## config.mk

```make
export PLATFORM = sky130hd
export DESIGN_NAME = alu_wb_buffer
export DESIGN_NICKNAME = d
export VERILOG_FILES = /design/src/rtl/alu_wb_buffer_pkg.sv /design/src/rtl/alu_wb_buffer_ram.sv /design/src/rtl/alu_wb_buffer.sv
export SDC_FILE = /design/constraint.sdc
export NUM_CORES = 1
export LEC_CHECK = 0
export BUFFER_PORTS_ARGS = -buffer_cell sky130_fd_sc_hd__buf_2
export CORE_ASPECT_RATIO = 0.75
export CORE_MARGIN = 2
export CORE_UTILIZATION = 29
export DETAILED_ROUTE_END_ITERATION = 16
export PLACE_DENSITY_LB_ADDON = 0.08
export SYNTH_ARGS = -nofsm -noshare
export SYNTH_HDL_FRONTEND = slang
export SYNTH_SLANG_ARGS = --single-unit
```

## constraint.sdc

```tcl
create_clock -name clock -period 8.1 [get_ports clock]
set_input_delay 1.215 -clock clock [delete_from_list [all_inputs] [get_ports clock]]
set_output_delay 1.215 -clock clock [all_outputs]
set_load 0.02 [all_outputs]
```

## src/rtl/alu_wb_buffer_pkg.sv

```systemverilog
// Shared backend definitions for the ALU writeback buffer: datapath widths,
// the buffered entry record and small helpers used when packing entries.
package alu_wb_buffer_pkg;

    localparam int XLEN           = 64;
    localparam int PREG_WIDTH_DEF = 6;
    localparam int ROB_WIDTH_DEF  = 6;

    // One buffered ALU result at the default backend widths.
    typedef struct packed {
        logic [XLEN-1:0]           result;
        logic [PREG_WIDTH_DEF-1:0] prd;
        logic                      need_to_wb;
        logic [ROB_WIDTH_DEF-1:0]  robidx;
    } wb_entry_t;

    // Bits needed to store one entry for the given register/ROB index widths.
    function automatic int entry_width(input int preg_w, input int rob_w);
        return XLEN + preg_w + 1 + rob_w;
    endfunction

    // Physical register 0 is hardwired, so a result aimed at it never writes back.
    function automatic logic effective_need(input logic need, input logic prd_is_zero);
        return need & ~prd_is_zero;
    endfunction

endpackage

```

## src/rtl/alu_wb_buffer_ram.sv

```systemverilog
// Entry storage for the writeback buffer: one synchronous write port,
// one asynchronous read port, contents deliberately left unreset.
module wb_entry_ram #(
    parameter int DEPTH = 4,
    parameter int WIDTH = 77
) (
    input  logic                     clock,
    input  logic                     we,
    input  logic [$clog2(DEPTH)-1:0] waddr,
    input  logic [WIDTH-1:0]         wdata,
    input  logic [$clog2(DEPTH)-1:0] raddr,
    output logic [WIDTH-1:0]         rdata
);

    logic [WIDTH-1:0] mem [DEPTH];

    // Capture the incoming entry at the write pointer.
    always_ff @(posedge clock) begin
        if (we) begin
            mem[waddr] <= wdata;
        end
    end

    assign rdata = mem[raddr];

endmodule

```

## src/rtl/alu_wb_buffer.sv

```systemverilog
// ALU result writeback buffer: a small circular FIFO between the ALU and the
// register-file writeback port, with flush, sticky overflow detection and
// zero-masked outputs whenever nothing is offered.
module alu_wb_buffer
    import alu_wb_buffer_pkg::*;
#(
    parameter int DEPTH      = 4,
    parameter int PREG_WIDTH = 6,
    parameter int ROB_WIDTH  = 6
) (
    input  logic                           clock,
    input  logic                           reset,
    input  logic                           in_valid,
    output logic                           in_ready,
    input  logic [63:0]                    in_result,
    input  logic [PREG_WIDTH-1:0]          in_prd,
    input  logic                           in_need_to_wb,
    input  logic [ROB_WIDTH-1:0]           in_robidx,
    input  logic                           flush_valid,
    output logic                           wb_valid,
    input  logic                           wb_ready,
    output logic [63:0]                    wb_result,
    output logic [PREG_WIDTH-1:0]          wb_prd,
    output logic                           wb_need_to_wb,
    output logic [ROB_WIDTH-1:0]           wb_robidx,
    output logic [$clog2(DEPTH+1)-1:0]     count,
    output logic                           overflow_err
);

    localparam int PW = $clog2(DEPTH);
    localparam int CW = $clog2(DEPTH + 1);
    localparam int EW = entry_width(PREG_WIDTH, ROB_WIDTH);
    localparam logic [CW-1:0] FULL_COUNT = CW'(DEPTH);

    logic [PW-1:0] wr_ptr;
    logic [PW-1:0] rd_ptr;
    logic [CW-1:0] count_q;
    logic          overflow_q;

    logic          push;
    logic          pop;
    logic          full;
    logic          not_empty;
    logic [EW-1:0] wr_data;
    logic [EW-1:0] rd_data;

    logic [63:0]            head_result;
    logic [PREG_WIDTH-1:0]  head_prd;
    logic                   head_need;
    logic [ROB_WIDTH-1:0]   head_robidx;

    assign full      = (count_q == FULL_COUNT);
    assign not_empty = (count_q != {CW{1'b0}});
    assign in_ready  = ~full & ~flush_valid;
    assign wb_valid  = not_empty & ~flush_valid;
    assign push      = in_valid & in_ready;
    assign pop       = wb_valid & wb_ready;

    assign wr_data = {in_result, in_prd, in_need_to_wb, in_robidx};
    assign {head_result, head_prd, head_need, head_robidx} = rd_data;

    wb_entry_ram #(
        .DEPTH (DEPTH),
        .WIDTH (EW)
    ) u_ram (
        .clock (clock),
        .we    (push),
        .waddr (wr_ptr),
        .wdata (wr_data),
        .raddr (rd_ptr),
        .rdata (rd_data)
    );

    // Present the head entry, zeroed when nothing is offered and with
    // need_to_wb suppressed for register 0.
    always_comb begin
        wb_result     = 64'd0;
        wb_prd        = {PREG_WIDTH{1'b0}};
        wb_need_to_wb = 1'b0;
        wb_robidx     = {ROB_WIDTH{1'b0}};
        if (wb_valid) begin
            wb_result     = head_result;
            wb_prd        = head_prd;
            wb_need_to_wb = effective_need(head_need, head_prd == {PREG_WIDTH{1'b0}});
            wb_robidx     = head_robidx;
        end else begin
            wb_result     = 64'd0;
            wb_prd        = {PREG_WIDTH{1'b0}};
            wb_need_to_wb = 1'b0;
            wb_robidx     = {ROB_WIDTH{1'b0}};
        end
    end

    // Pointer and occupancy bookkeeping; flush empties the buffer outright.
    always_ff @(posedge clock or posedge reset) begin
        if (reset) begin
            wr_ptr  <= {PW{1'b0}};
            rd_ptr  <= {PW{1'b0}};
            count_q <= {CW{1'b0}};
        end else if (flush_valid) begin
            wr_ptr  <= {PW{1'b0}};
            rd_ptr  <= {PW{1'b0}};
            count_q <= {CW{1'b0}};
        end else begin
            if (push) begin
                wr_ptr <= wr_ptr + PW'(1);
            end
            if (pop) begin
                rd_ptr <= rd_ptr + PW'(1);
            end
            case ({push, pop})
                2'b10:   count_q <= count_q + CW'(1);
                2'b01:   count_q <= count_q - CW'(1);
                default: count_q <= count_q;
            endcase
        end
    end

    // Sticky record of any push offered while the buffer could not take it.
    always_ff @(posedge clock or posedge reset) begin
        if (reset) begin
            overflow_q <= 1'b0;
        end else if (in_valid & ~in_ready & ~flush_valid) begin
            overflow_q <= 1'b1;
        end
    end

    assign count        = count_q;
    assign overflow_err = overflow_q;

endmodule
```

Yosys cells after proc, flatten, opt, wreduce, memory -nomap -nowiden
Memory sizes are Yosys's and may differ from the RTL's.
Index checks and enable logic that the tools add are counted.
- $add $sub $neg: 4
- eq/ne operators: 3
- muxes and demuxes: 12
- bitwise operators: 11
- reduce and logical (&&, ||, !) cells: 5
- operators by type and width (cell ; number):
    2-to-1 mux 64 bit ; 1
    2-to-1 mux 6 bit ; 2
    2-to-1 mux 2 bit ; 4
    bitwise AND 1 bit ; 7
    zero test 6 bit ; 1
    one-hot mux 3 bit (2 select lines) ; 1
    nonzero test 3 bit ; 2
    adder 2 x 1 -> 2 bit (second input constant) ; 2
    NOT 1 bit ; 4
    nonzero test 2 bit ; 2
    adder 3 x 1 -> 3 bit (second input constant) ; 1
    equality test 3 bit (second input constant) ; 1
    2-to-1 mux 1 bit ; 3
    2-to-1 mux 3 bit ; 1
    subtractor 3 x 1 -> 3 bit (second input constant) ; 1
    equality test 2 x 1 -> 1 bit (second input constant) ; 1
    equality test 2 bit (second input constant) ; 1
- register bits after elaboration: 8
- bits in writable memories: 308
- bits of input ports: 82
- output and inout port bits: 83
- word-level logic and storage cells: 40
- memories: 1
- memory list (name ; depth ; width ; rd ports ; clocked after Yosys merged registers in ; wr ports ; RTL line ; source):
    u_ram.mem ; 4 ; 77 ; 1 ; 0 ; 1 ; alu_wb_buffer_ram.sv:15 ; logic [WIDTH-1:0] mem [DEPTH];

Longest topological paths before layout
- word-level depth: 7
- mapped depth: 7
- gate-level depth less buffers: 6

Hierarchy
A second synthesis with hierarchy kept.
- cell total of the unflattened synthesis: 556
- area total of the unflattened synthesis: 12251.8 um2
- by module, submodules not included (module ; times used ; cells each ; area each (um2) ; seq. area each (um2)):
    wb_entry_ram ; 1 ; 407 ; 11175.7 ; 9248.9
    alu_wb_buffer ; 1 ; 149 ; 1076.0 ; 200.2

Worst setup path before layout
Ideal clock, no wire load.
- kind: input-to-reg
- from: input in_valid
- to: memory u_ram.mem[0][0], enable pin
- setup time: 0.444 ns
- arrival time: 3.674 ns
- data required time: 7.656 ns
- slack: 3.983 ns
- cell stages on the path: 3
- path buffers: 1
- cell sequence: clkbuf_1 > nor3b_4 > and2_1
- longest elaborated chain between the ends: 3
- RTL lines (what ; RTL line ; source):
    start, declared ; alu_wb_buffer.sv:13 ; input logic in_valid,
    bitwise AND 1 bit ; alu_wb_buffer.sv:56 ; assign push = in_valid & in_ready;
    2-to-1 mux 1 bit ; alu_wb_buffer_ram.sv:19 ; if (we) begin
    2-to-1 mux 1 bit (implied by the code) ; alu_wb_buffer_ram.sv:20 ; mem[waddr] <= wdata;
    end, declared ; alu_wb_buffer_ram.sv:15 ;
No other way between the ends.

Final worst setup path
- from: register rd_ptr[0]
- to: output wb_need_to_wb
- longest elaborated chain between the ends: 5
- RTL lines (what ; RTL line ; source):
    start, declared ; alu_wb_buffer.sv:36 ; logic [PW-1:0] rd_ptr;
    start signal, assigned ; alu_wb_buffer.sv:98 ; rd_ptr <= {PW{1'b0}};
    start signal, assigned ; alu_wb_buffer.sv:102 ; rd_ptr <= {PW{1'b0}};
    start signal, assigned ; alu_wb_buffer.sv:109 ; rd_ptr <= rd_ptr + PW'(1);
    memory read (4 x 77 bit) (*) ; n/a ;
    zero test 6 bit ; alu_wb_buffer.sv:84 ; wb_need_to_wb = effective_need(head_need, head_prd == {PREG_WIDTH{1'b0}});
    NOT 1 bit ; alu_wb_buffer_pkg.sv:24 ; return need & ~prd_is_zero;
    bitwise AND 1 bit (*) ; alu_wb_buffer_pkg.sv:24 ;
    2-to-1 mux 1 bit (*) ; alu_wb_buffer.sv:81 ; if (wb_valid) begin
    end, declared ; alu_wb_buffer.sv:24 ; output logic wb_need_to_wb,
Every way passes the cells marked *; elsewhere a longest branch is shown, timed or not.

==> impl_metrics.yaml <==
status:
  status: "finished, final reports clean"
setup_path:
  rrSetupSlack_ns: 5.15
  crit_path_start_kind: "register"
  path_max_fanout: 47
  cp-end-kind: "output port"
  worstPathRequired_ns: 6.88
  crit_arrival_ns: 3.70
  crit_type: "reg2out"
sta:
  whs_ns: 0.469
  finClkSkew_ns: 0.00781
  max_freq_mhz: 203
  drv_slew: 0
  finalHoldViolCount: 0
  setup_tns_ns: 0
  relSlewSlack: 0.285
  setup_slack_ns: 3.18
  final-setup-viol-count: 0
  worst_pin_slew_ns: 1.07
  period_needed_ns: 4.92
  rsz0062_at_grt: "false"
  fin_crit_sh: 0.607
job:
  cap_violations: 0
drt:
  avgRoutedWirePerCell_um: 21.6
  wl_um: 28700
  dr.pass1.iters: 6
  antenna_left: 0
  route.detailed.drc: 0
  num_vias: 6064
  drt_iter0_markers: 386
  avgViaCountPerCell: 4.57
synthesis:
  yosysUniqueCellTypes: 34
  synthCells: 563
  postSynth.asyncResetShare: 0.0253
  synth_edf_count: 308
  synthesis.nets: 650
  ys_ff_latch: 316
  ys.flop_type: "edfxtp_1"
  synth_area_um2: 12200
  yosysWarnings: 0
  syn_avg_cell_area_um2: 21.7
  ys_seq_area_frac: 0.774
clocking:
  cts_buffer_depth: 3
  post_cts_resized: 0
  cts-root-buf: "clkbuf_16"
  clkLatencyLatePin_ns: 0.52
  post_cts_buffers: 0
  cts_max_level: 2
  cts_buffers: 36
  clock_sinks: 316
  clk_pin_slew_worst_paths_ns: 0.06
  cts_hold_buf: 0
  tritoncts: "done"
finish:
  final_area_um2: 14800
  final_nets: 822
  area_growth_pct: 21.2
  antenna-diode-count: 0
  drive_gt1_frac: 0.411
die:
  fp.dieH_um: 182
  core_area_um2: 41800
  die_width_um: 241
  initial_core_util: 0.292
  num_rows: 65
  ios: 165
  dieArea_um2: 43800
placed_design:
  placed_cell_area_um2: 13700
  place_hpwl_um: 16500
  port_buffers: 164
  gp_congestion: 0.677
  dp_worst_setup_slack_ns: 3.59
power:
  p_leak_nw: 5.25
  power.density_nw_per_um2: 285
  p_total_mw: 4.21
  vdd_drop_max_mv: 0.109
grt:
  grt_overflow: 0
  antenna_found_initial: 4
  grt_pass1_wl_um: 42900
  grt_pass1_vias: 6646
  track_usage: 0.134
  grt_max_degree: 65
worst_hold_path:
  hp-class: "reg2reg"
-- cell type report --
class                   instances  area, um^2
repair buffers                172         881
clock buffers                  41         941
clock inverters                21         205
fillers                      3957       27000
inverters                       7        26.3
multi-input cells             202        2580
well taps                     569         712
flip-flops and latches        316        9460
-- critical path: stages, from the launching register on --
cell	delay (ns)
dfrtp_4	1.08
buf_4	0.74
mux4_2	0.61
nor4_1	0.39
a21oi_1	0.15
buf_2	0.18
-- state kept, by name, summed over array words and instances (netlist names) --
name and cells:
rd_ptr 2, u_ram.mem 308, wr_ptr 2, overflow_err 1, count 3
-- cell usage in the layout, fill, tap and decap left out, types with 4 or more instances in the layout --
cell,n
dfrtp_1,6
nor2_1,7
and3_1,77
clkbuf_1,4
clkinv_2,8
clkinv_1,6
edfxtp_1,308
inv_1,6
buf_2,164
clkbuf_16,37
ha_1,4
nand2_1,4
and2_4,4
bufinv_16,4
buf_4,8
mux4_2,77
-- report_power, final --
| group | leakage, nW | internal, mW | switching (mW) |
|---|---|---|---|
| Sequential | 2.90 | 1.88 | 0.0713 |
| Clock | 0.558 | 0.958 | 0.620 |
| Combinational | 1.80 | 0.289 | 0.393 |
-- cells in the mapped netlist (2+ instances only) --
cell      number  share of area
o31ai_1        2         0.0012
inv_1          7         0.0022
nand3_1        2        0.00082
buf_2         11         0.0045
and2_1         4         0.0020
buf_6          2         0.0018
mux4_2        77           0.14
a21oi_1        2        0.00082
nand2_1        4         0.0012
edfxtp_1     308           0.76
and3_1        77          0.039
nor2_1         7         0.0022
dfrtp_1        8          0.016
o21ai_0        3         0.0012
ha_1           4         0.0041
xnor2_1        3         0.0022
clkbuf_1      25         0.0077
-- cell families (layout without fill, tap and decap cells) --
family | after synthesis | after routing | share of synthesized area
adders and majority gates | 5 | 5 | 0.00574
DFF | 316 | 316 | 0.774
buffers and inverters | 45 | 241 | 0.0162
xor gates and xnor gates | 3 | 3 | 0.00215
and+or+nand+nor | 101 | 101 | 0.0507
muxes | 78 | 78 | 0.143
AOI/OAI and AO/OA | 15 | 15 | 0.00861
-- metal layers --
layer  share of wire  vias up  wire length, um  global-route usage
met3           0.060       53             1720              0.0321
met2            0.49      151            14000               0.221
li1                -     2690                -                   -
met4           0.019        4              548              0.0363
met5         0.00094        -               27                   0
met1            0.43     3166            12400               0.177
-- stage by stage --
stage | instances | util
after floorplan | 563 | -
after global placement | 1266 | 0.327
after detailed placement | 1266 | 0.327
after CTS | 1328 | 0.354
after global routing | 1328 | 0.354
final | 1328 | 0.354
-- worst paths after layout --
kind	startpoint	end	cells past startpoint
worst max-delay path	rd_ptr[0]	wb_need_to_wb	5
worst min-delay path	overflow_err	overflow_err	1
worst max register to register	count[1]	count[1]	6
worst min register to register	overflow_err	overflow_err	1
max in group asynchronous	reset	rd_ptr[0]	2
min in group asynchronous	reset	count[1]	2
Note: power is estimated with default switching activity, not from simulation.
